$ cat config.mk
export PLATFORM = sky130hd
export DESIGN_NAME = yrv_uart_tx
export DESIGN_NICKNAME = d
export VERILOG_FILES = /design/src/rtl/yrv_uart_tx.sv
export SDC_FILE = /design/constraint.sdc
export NUM_CORES = 1
export LEC_CHECK = 0
export CAP_MARGIN = 10
export CORE_MARGIN = 5
export CORE_UTILIZATION = 30
export CTS_CLUSTER_DIAMETER = 100
export CTS_CLUSTER_SIZE = 12
export DETAILED_ROUTE_END_ITERATION = 6
export PLACE_DENSITY = 0.51
export SLEW_MARGIN = 25
export SYNTH_ARGS = -nofsm -noshare
export SYNTH_HDL_FRONTEND = slang
export SYNTH_SLANG_ARGS = --single-unit
$ cat constraint.sdc
create_clock -name clk -period 2.65 [get_ports clk]
set_input_delay 0.795 -clock clk [delete_from_list [all_inputs] [get_ports clk]]
set_output_delay 0.795 -clock clk [all_outputs]
set_load 0.01 [all_outputs]
$ cat src/rtl/yrv_uart_tx.sv
// 8N1 UART transmitter with one-byte holding register behind the shift register.
// Frames are sent LSB first; a held byte follows the previous stop bit with no idle gap.
module yrv_uart_tx #(
    parameter int unsigned CLK_HZ    = 50_000_000,
    parameter int unsigned BAUD      = 115_200,
    parameter int unsigned STOP_BITS = 1
) (
    input  logic       clk,
    input  logic       reset,
    input  logic [7:0] tx_data,
    input  logic       tx_valid,
    output logic       tx_ready,
    output logic       ser_txd,
    output logic       tx_busy,
    output logic       frame_done
);

    localparam int unsigned CPB = (CLK_HZ + BAUD / 2) / BAUD;
    localparam int unsigned CW  = (CPB > 1) ? $clog2(CPB) : 1;
    localparam logic [CW-1:0] BAUD_LAST = CW'(CPB - 1);
    localparam logic [CW-1:0] BAUD_PRE  = CW'(CPB - 2);
    localparam logic          STOP_LAST = (STOP_BITS == 2);

    typedef enum logic [1:0] {
        S_IDLE,
        S_START,
        S_DATA,
        S_STOP
    } state_t;

    state_t          r_state;
    logic [CW-1:0]   r_baud;
    logic [2:0]      r_bit;
    logic            r_stop;
    logic [7:0]      r_shift;
    logic [7:0]      r_hold;
    logic            r_hold_full;
    logic            r_loaded;
    logic            r_txd;
    logic            r_done;

    logic w_tick;
    logic w_last_stop;
    logic w_frame_end;
    logic w_take;
    logic w_xfer;

    assign w_tick      = (r_baud == BAUD_LAST);
    assign w_last_stop = (r_state == S_STOP) && (r_stop == STOP_LAST);
    assign w_frame_end = w_last_stop && w_tick;
    assign w_take      = ((r_state == S_IDLE) && r_hold_full && !r_loaded)
                       || (w_frame_end && r_hold_full);
    assign w_xfer      = tx_valid && !r_hold_full;

    always_ff @(posedge clk or posedge reset) begin
        if (reset) begin
            r_hold      <= '0;
            r_hold_full <= 1'b0;
        end else if (w_xfer) begin
            r_hold      <= tx_data;
            r_hold_full <= 1'b1;
        end else if (w_take) begin
            r_hold_full <= 1'b0;
        end
    end

    // From IDLE the shifter loads one cycle before START, so the start bit
    // begins two edges after the handshake; r_loaded marks that cycle.
    always_ff @(posedge clk or posedge reset) begin
        if (reset) begin
            r_state  <= S_IDLE;
            r_baud   <= '0;
            r_bit    <= '0;
            r_stop   <= 1'b0;
            r_shift  <= '0;
            r_loaded <= 1'b0;
            r_txd    <= 1'b1;
            r_done   <= 1'b0;
        end else begin
            r_done <= w_last_stop && (r_baud == BAUD_PRE);
            case (r_state)
                S_IDLE: begin
                    r_baud <= '0;
                    if (r_loaded) begin
                        r_loaded <= 1'b0;
                        r_state  <= S_START;
                        r_txd    <= 1'b0;
                    end else if (r_hold_full) begin
                        r_shift  <= r_hold;
                        r_loaded <= 1'b1;
                    end
                end
                S_START: begin
                    r_baud <= w_tick ? '0 : r_baud + 1'b1;
                    if (w_tick) begin
                        r_state <= S_DATA;
                        r_bit   <= '0;
                        r_txd   <= r_shift[0];
                    end
                end
                S_DATA: begin
                    r_baud <= w_tick ? '0 : r_baud + 1'b1;
                    if (w_tick) begin
                        if (r_bit == 3'd7) begin
                            r_state <= S_STOP;
                            r_stop  <= 1'b0;
                            r_txd   <= 1'b1;
                        end else begin
                            r_bit   <= r_bit + 3'd1;
                            r_shift <= r_shift >> 1;
                            r_txd   <= r_shift[1];
                        end
                    end
                end
                S_STOP: begin
                    r_baud <= w_tick ? '0 : r_baud + 1'b1;
                    if (w_tick) begin
                        if (r_stop == STOP_LAST) begin
                            if (r_hold_full) begin
                                r_shift <= r_hold;
                                r_state <= S_START;
                                r_txd   <= 1'b0;
                            end else begin
                                r_state <= S_IDLE;
                            end
                        end else begin
                            r_stop <= 1'b1;
                        end
                    end
                end
                default: begin
                    r_state <= S_IDLE;
                    r_txd   <= 1'b1;
                end
            endcase
        end
    end

    assign tx_ready   = !r_hold_full;
    assign tx_busy    = (r_state != S_IDLE) || r_hold_full || r_loaded;
    assign ser_txd    = r_txd;
    assign frame_done = r_done;

endmodule

==> results of run 1 <==
-- report_power, final --
group / switching [mW] / internal (mW) / total (mW)
combinational: 0.492 / 0.533 / 1.02
clock: 0.195 / 0.209 / 0.404
sequential: 0.131 / 0.716 / 0.847
-- cell usage in the layout (no fill, tap or decap), drive strengths merged, types with 4 or more instances in the layout --
master	instances
dfrtp	33
mux2	24
nor2	15
clkdlybuf4s50	14
ha	11
inv	9
nand2	8
clkbuf	6
o21ai	5
buf	5
a22o	5
nand2b	5
xor2	4
-- registers in the layout, indices dropped and copies added (netlist names) --
register / flops
frame_done: 1
r_baud: 9
r_bit: 3
r_hold: 8
r_hold_full: 1
r_loaded: 1
r_shift: 8
r_state: 2
ser_txd: 1
-- kinds of logic (layout without fill, tap and decap cells) --
group           after synthesis  in the layout  synth area share, %
compound gates               21             21                 9.21
xor+xnor                      6              6                 2.93
fa+ha+maj                    11             11                 7.67
buf+inv                      14             36                 3.56
flops                        34             34                 47.5
mux                          24             24                 15.1
simple gates                 43             43                 14.1
-- timing repair --
item,4_1_cts,5_1_grt
setup buffers,2,0
gates resized for setup,0,4
setup endpoints to repair,1,1
hold buffers,0,0
-- how the worst max path moves through the flow --
stage,slack [ps],to,cells after the start
6_report,140,tx_busy,5
3_3_place_gp,350,tx_busy,5
2_1_floorplan,750,r_shift[0],8
5_1_grt,50,tx_busy,5
3_5_place_dp,280,tx_busy,5
4_1_cts,20,tx_busy,5
-- area by class of cell --
class	instances	area share [%]
Clock inverter	2	0.584
Sequential cell	34	39.8
Multi-Input combinational cell	105	41.5
Tap cell	75	4.38
Clock buffer	6	3.86
Timing Repair Buffer	19	8.30
Inverter	9	1.58
-- layer usage --
layer	GRT usage, %	part of all wire [%]	up-vias
li1	-	-	571
met1	12.5	46	571
met2	17.1	48	17
met3	2.93	3.3	5
met4	5.02	2.3	0
met5	0	0	-
==> flow_metrics.tcl, run 1 <==
set metrics [dict create \
    syn_to_final_growth_pct 19.3 \
    yosys-top-cells-count "33 x dfrtp_1, 17 x mux2_2, 15 x nor2_1, 11 x ha_1, 9 x inv_1" \
    fillCellCount 565 \
    synth_edf_count 0 \
    placed_area_sq_um 2020 \
    finalNetCount 196 \
    r2r-start "r_bit[0]" \
    place_congestion 0.771 \
    yosys_warnings 0 \
    postRouteWirelength_microns 3460 \
    diodes 0 \
    numCtsBuffers 5 \
    stdcell_area_sq_um 2140 \
    path_class "reg2out" \
    synth.most_common_cell "dfrtp_1" \
    synth_area_leaders "dfrtp_1 46%, mux2_2 11%, ha_1 7.7%" \
    dieArea_sq_um 7630 \
    startpoint_type "flop" \
    cts_tree "built" \
    required_ps 1860 \
    crit_start "r_state[0]" \
    synth_top_cell_area_share_pct 46.0 \
    final_hold_viol_count 0 \
    hold_ws_ps 483 \
    multi_input_area_sq_um 888 \
    clockRootBuffer "clkbuf_8" \
    vias 1164 \
    r2r_end "r_shift[6]" \
    syn-num-nets 175 \
    synthCells 153 \
    finalSetupTns_ps 0 \
    die_w_microns 87.3 \
    clkSlewWorstSetupHoldPaths_ps 70 \
    power.total_mw 2.28 \
    dr.pass1.iters 4 \
    cts_sinks 34 \
    cp_top_family "buffers and inverters" \
    max_stage_delay_ps 480 \
    worst-path-max-fanout 5 \
    place_ws_ps 283 \
    period_needed_ps 2510 \
    core_area_sq_um 5850 \
    grt_max_degree 35 \
    cts_max_level 2 \
    grt_pass1_wl_microns 6040 \
    timing.slew.headroom_pct 70.6 \
    chipHeight_microns 87.3 \
    drtAntennaViolNets 0 \
    arrival_ps 1710 \
    maxCapViolCount 0 \
    skew_ps 4.15 \
    port-buffer-count 14 \
    ir_drop_mv 0.339 \
    slowest_stage "clkdlybuf4s50_1" \
    drt_iter0_markers 63 \
    outcome "completed" \
    clock_latency_ps 290 \
    grt_pass1_vias 1283 \
    stdcell_count 250 \
    clockBufferDepth 2 \
    ys_seq_elements 34 \
    critPathBufInv 2 \
    powerDensity_nw_per_um2 1060 \
    final_util_pct 36.6 \
    row_count 28 \
    initial_core_util_pct 30.7 \
    end_kind "output pin" \
    viasPerCell 4.66 \
    final_max_slew_viol_count 0 \
    rsz0062_at_grt "false" \
    drive_above_1_share_pct 25.7 \
    min_delay_path_depth 1 \
    antenna_found_initial 0 \
    tightest_slew_ps 442 \
    synth_flop_cell "dfrtp_1" \
    async_flop_share_pct 100 \
    hpwl_microns 2450 \
    hp-start "r_shift[2]" \
    io_pins 15 \
    synth-seq-area-share_pct 47.5 \
    grt_overflow_total 0 \
    leakage_nw 0.976 \
    seqCellArea_sq_um 852 \
    grt_util_all_layers_pct 10.4 \
    hold-path-endpoint "r_shift[2]" \
    drt-wirelength-per-cell_microns 13.8 \
    rrSetupSlack_ps 450 \
    syn_area_sq_um 1790 \
    final.period_utilization_pct 94.6 \
    cp_cell_sequence "inv_2 > ha_2 > nand2b_4 > nand2b_1 > clkdlybuf4s50_1" \
    max_freq_ghz 0.399 \
    yosysTopAreaCell "dfrtp_1" \
    setup_viol 0 \
    drc_errors 0 \
    dp_cells 240 \
    setup_ws_ps 144 \
    synth.avg_cell_area_sq_um 11.7 \
    synthDistinctLibCells 42 \
    reg2reg_depth 6 \
    holdCritPathClass "reg2reg" \
]
No activity file was read; power rests on OpenSTA's default activity.
==> run 2: changes to the inputs <==
--- a/config.mk
+++ b/config.mk
@@ -6,12 +6,12 @@
 export NUM_CORES = 1
 export LEC_CHECK = 0
 export CAP_MARGIN = 10
-export CORE_MARGIN = 5
 export CORE_UTILIZATION = 30
 export CTS_CLUSTER_DIAMETER = 100
 export CTS_CLUSTER_SIZE = 12
 export DETAILED_ROUTE_END_ITERATION = 6
 export PLACE_DENSITY = 0.51
+export SKIP_LAST_GASP = 1
 export SLEW_MARGIN = 25
 export SYNTH_ARGS = -nofsm -noshare
 export SYNTH_HDL_FRONTEND = slang
==> flow_metrics.tcl, run 2 (synthesized netlist as in run 1, its figures left out) <==
set metrics [dict create \
    largestRegisters "r_baud: 9 flops, r_hold: 8 flops, r_shift: 8 flops" \
    drive_above_1_share_pct 25.0 \
    detail_route.wirelength.met1_microns 1650 \
    postCtsHoldBufs 0 \
    grt_pass1_vias 1298 \
    final_util_pct 37.8 \
    drc_errors 0 \
    path_class "reg2out" \
    final_hold_viol_count 0 \
    syn_to_final_growth_pct 18.9 \
    viasPerCell 4.86 \
    power.total_mw 2.26 \
    largest_reg_flops 9 \
    stdcell_area_sq_um 2130 \
    setup_viol 0 \
    finalSetupTns_ps 0 \
    drt_iter0_markers 56 \
    clkSlewWorstSetupHoldPaths_ps 60 \
    final_max_slew_viol_count 0 \
    grt_util_all_layers_pct 12.9 \
    numCtsBuffers 5 \
    placed_area_sq_um 2020 \
    io_pins 15 \
    maxCapViolCount 0 \
    place_congestion 0.755 \
    wl_met2_microns 1710 \
    diodes 0 \
    dp_cells 238 \
    largest-register "r_baud" \
    end_kind "output pin" \
    vias 1206 \
    grt_pass1_wl_microns 6130 \
    r2r_end "r_shift[3]" \
    final.period_utilization_pct 95.9 \
    period_needed_ps 2540 \
    ir_drop_mv 0.366 \
    port-buffer-count 14 \
    antenna_found_initial 0 \
    drtAntennaViolNets 0 \
    top_layer "met4" \
    die_w_microns 79.3 \
    worst-path-max-fanout 5 \
    arrival_ps 1750 \
    powerDensity_nw_per_um2 1060 \
    seqCellArea_sq_um 852 \
    hpwl_microns 2640 \
    cp-endpoint "tx_busy" \
    cts_tree "built" \
    startpoint_type "flop" \
    clockBufferDepth 2 \
    cts_sinks 34 \
    chipHeight_microns 79.3 \
    grt_max_degree 21 \
    timing.slew.headroom_pct 74.6 \
    setup_ws_ps 110 \
    place_ws_ps 269 \
    fillCellCount 535 \
    clockRootBuffer "clkbuf_8" \
    skew_ps 3.63 \
    required_ps 1860 \
    multi_input_area_sq_um 881 \
    stdcell_count 248 \
    met3_wirelength_microns 102 \
    tightest_slew_ps 380 \
    max_freq_ghz 0.394 \
    rsz0062_at_grt "false" \
    grt_overflow_total 0 \
    rrSetupSlack_ps 460 \
    initial_core_util_pct 31.8 \
    leakage_nw 0.978 \
    reg2reg_depth 6 \
    row_count 27 \
    core_area_sq_um 5640 \
    postRouteWirelength_microns 3540 \
    finalNetCount 197 \
    dieArea_sq_um 6290 \
    crit_start "r_state[0]" \
    r2r-start "r_bit[0]" \
    hold_ws_ps 486 \
    drt-wirelength-per-cell_microns 14.3 \
    layout_commonest_cell "dfrtp_1" \
    cts_max_level 2 \
    dr.pass1.iters 4 \
    holdCritPathClass "reg2reg" \
    clock_latency_ps 290 \
    final_cell_mix "33 x dfrtp_1, 17 x mux2_2, 15 x nor2_1" \
    outcome "completed" \
]
run 2: critical path: stages (launching register included):
cell and delay, ps:
dfrtp_1 390, inv_2 100, ha_2 220, nand2b_1 120, nand2b_1 160, clkdlybuf4s50_1 480
run 2: layout make-up:
cell class,count,area share (%)
Sequential cell,34,39.9
Clock inverter,1,0.235
Tap cell,72,4.22
Inverter,9,1.58
Multi-Input combinational cell,105,41.3
Clock buffer,7,4.05
Timing Repair Buffer,20,8.68
run 2: layer usage:
layer | up-vias | global-route usage, %
met4 | 0 | 5.45
met1 | 611 | 15.8
met3 | 5 | 3.33
met5 | - | 0
li1 | 572 | -
met2 | 18 | 21.3
run 2: worst min path at each step:
stage,start,endpoint,slack [ps],depth (start not counted)
after floorplan,r_shift[2],r_shift[2],450,1
after global placement,r_shift[6],r_shift[6],470,1
after detailed placement,r_shift[2],r_shift[2],470,1
after CTS,r_shift[2],r_shift[2],490,1
after global routing,r_shift[2],r_shift[2],510,1
final,r_shift[2],r_shift[2],490,1
run 2: timing repair:
item                       4_1_cts  5_1_grt
setup endpoints to repair        1        1
gates resized for setup          0        3
setup buffers                    2        0
run 2: power breakdown:
| part | total (mW) | switching (mW) | leakage (nW) | internal, mW |
|---|---|---|---|---|
| logic | 1.01 | 0.485 | 0.507 | 0.524 |
| registers | 0.857 | 0.141 | 0.423 | 0.716 |
| clock network | 0.393 | 0.183 | 0.0482 | 0.209 |
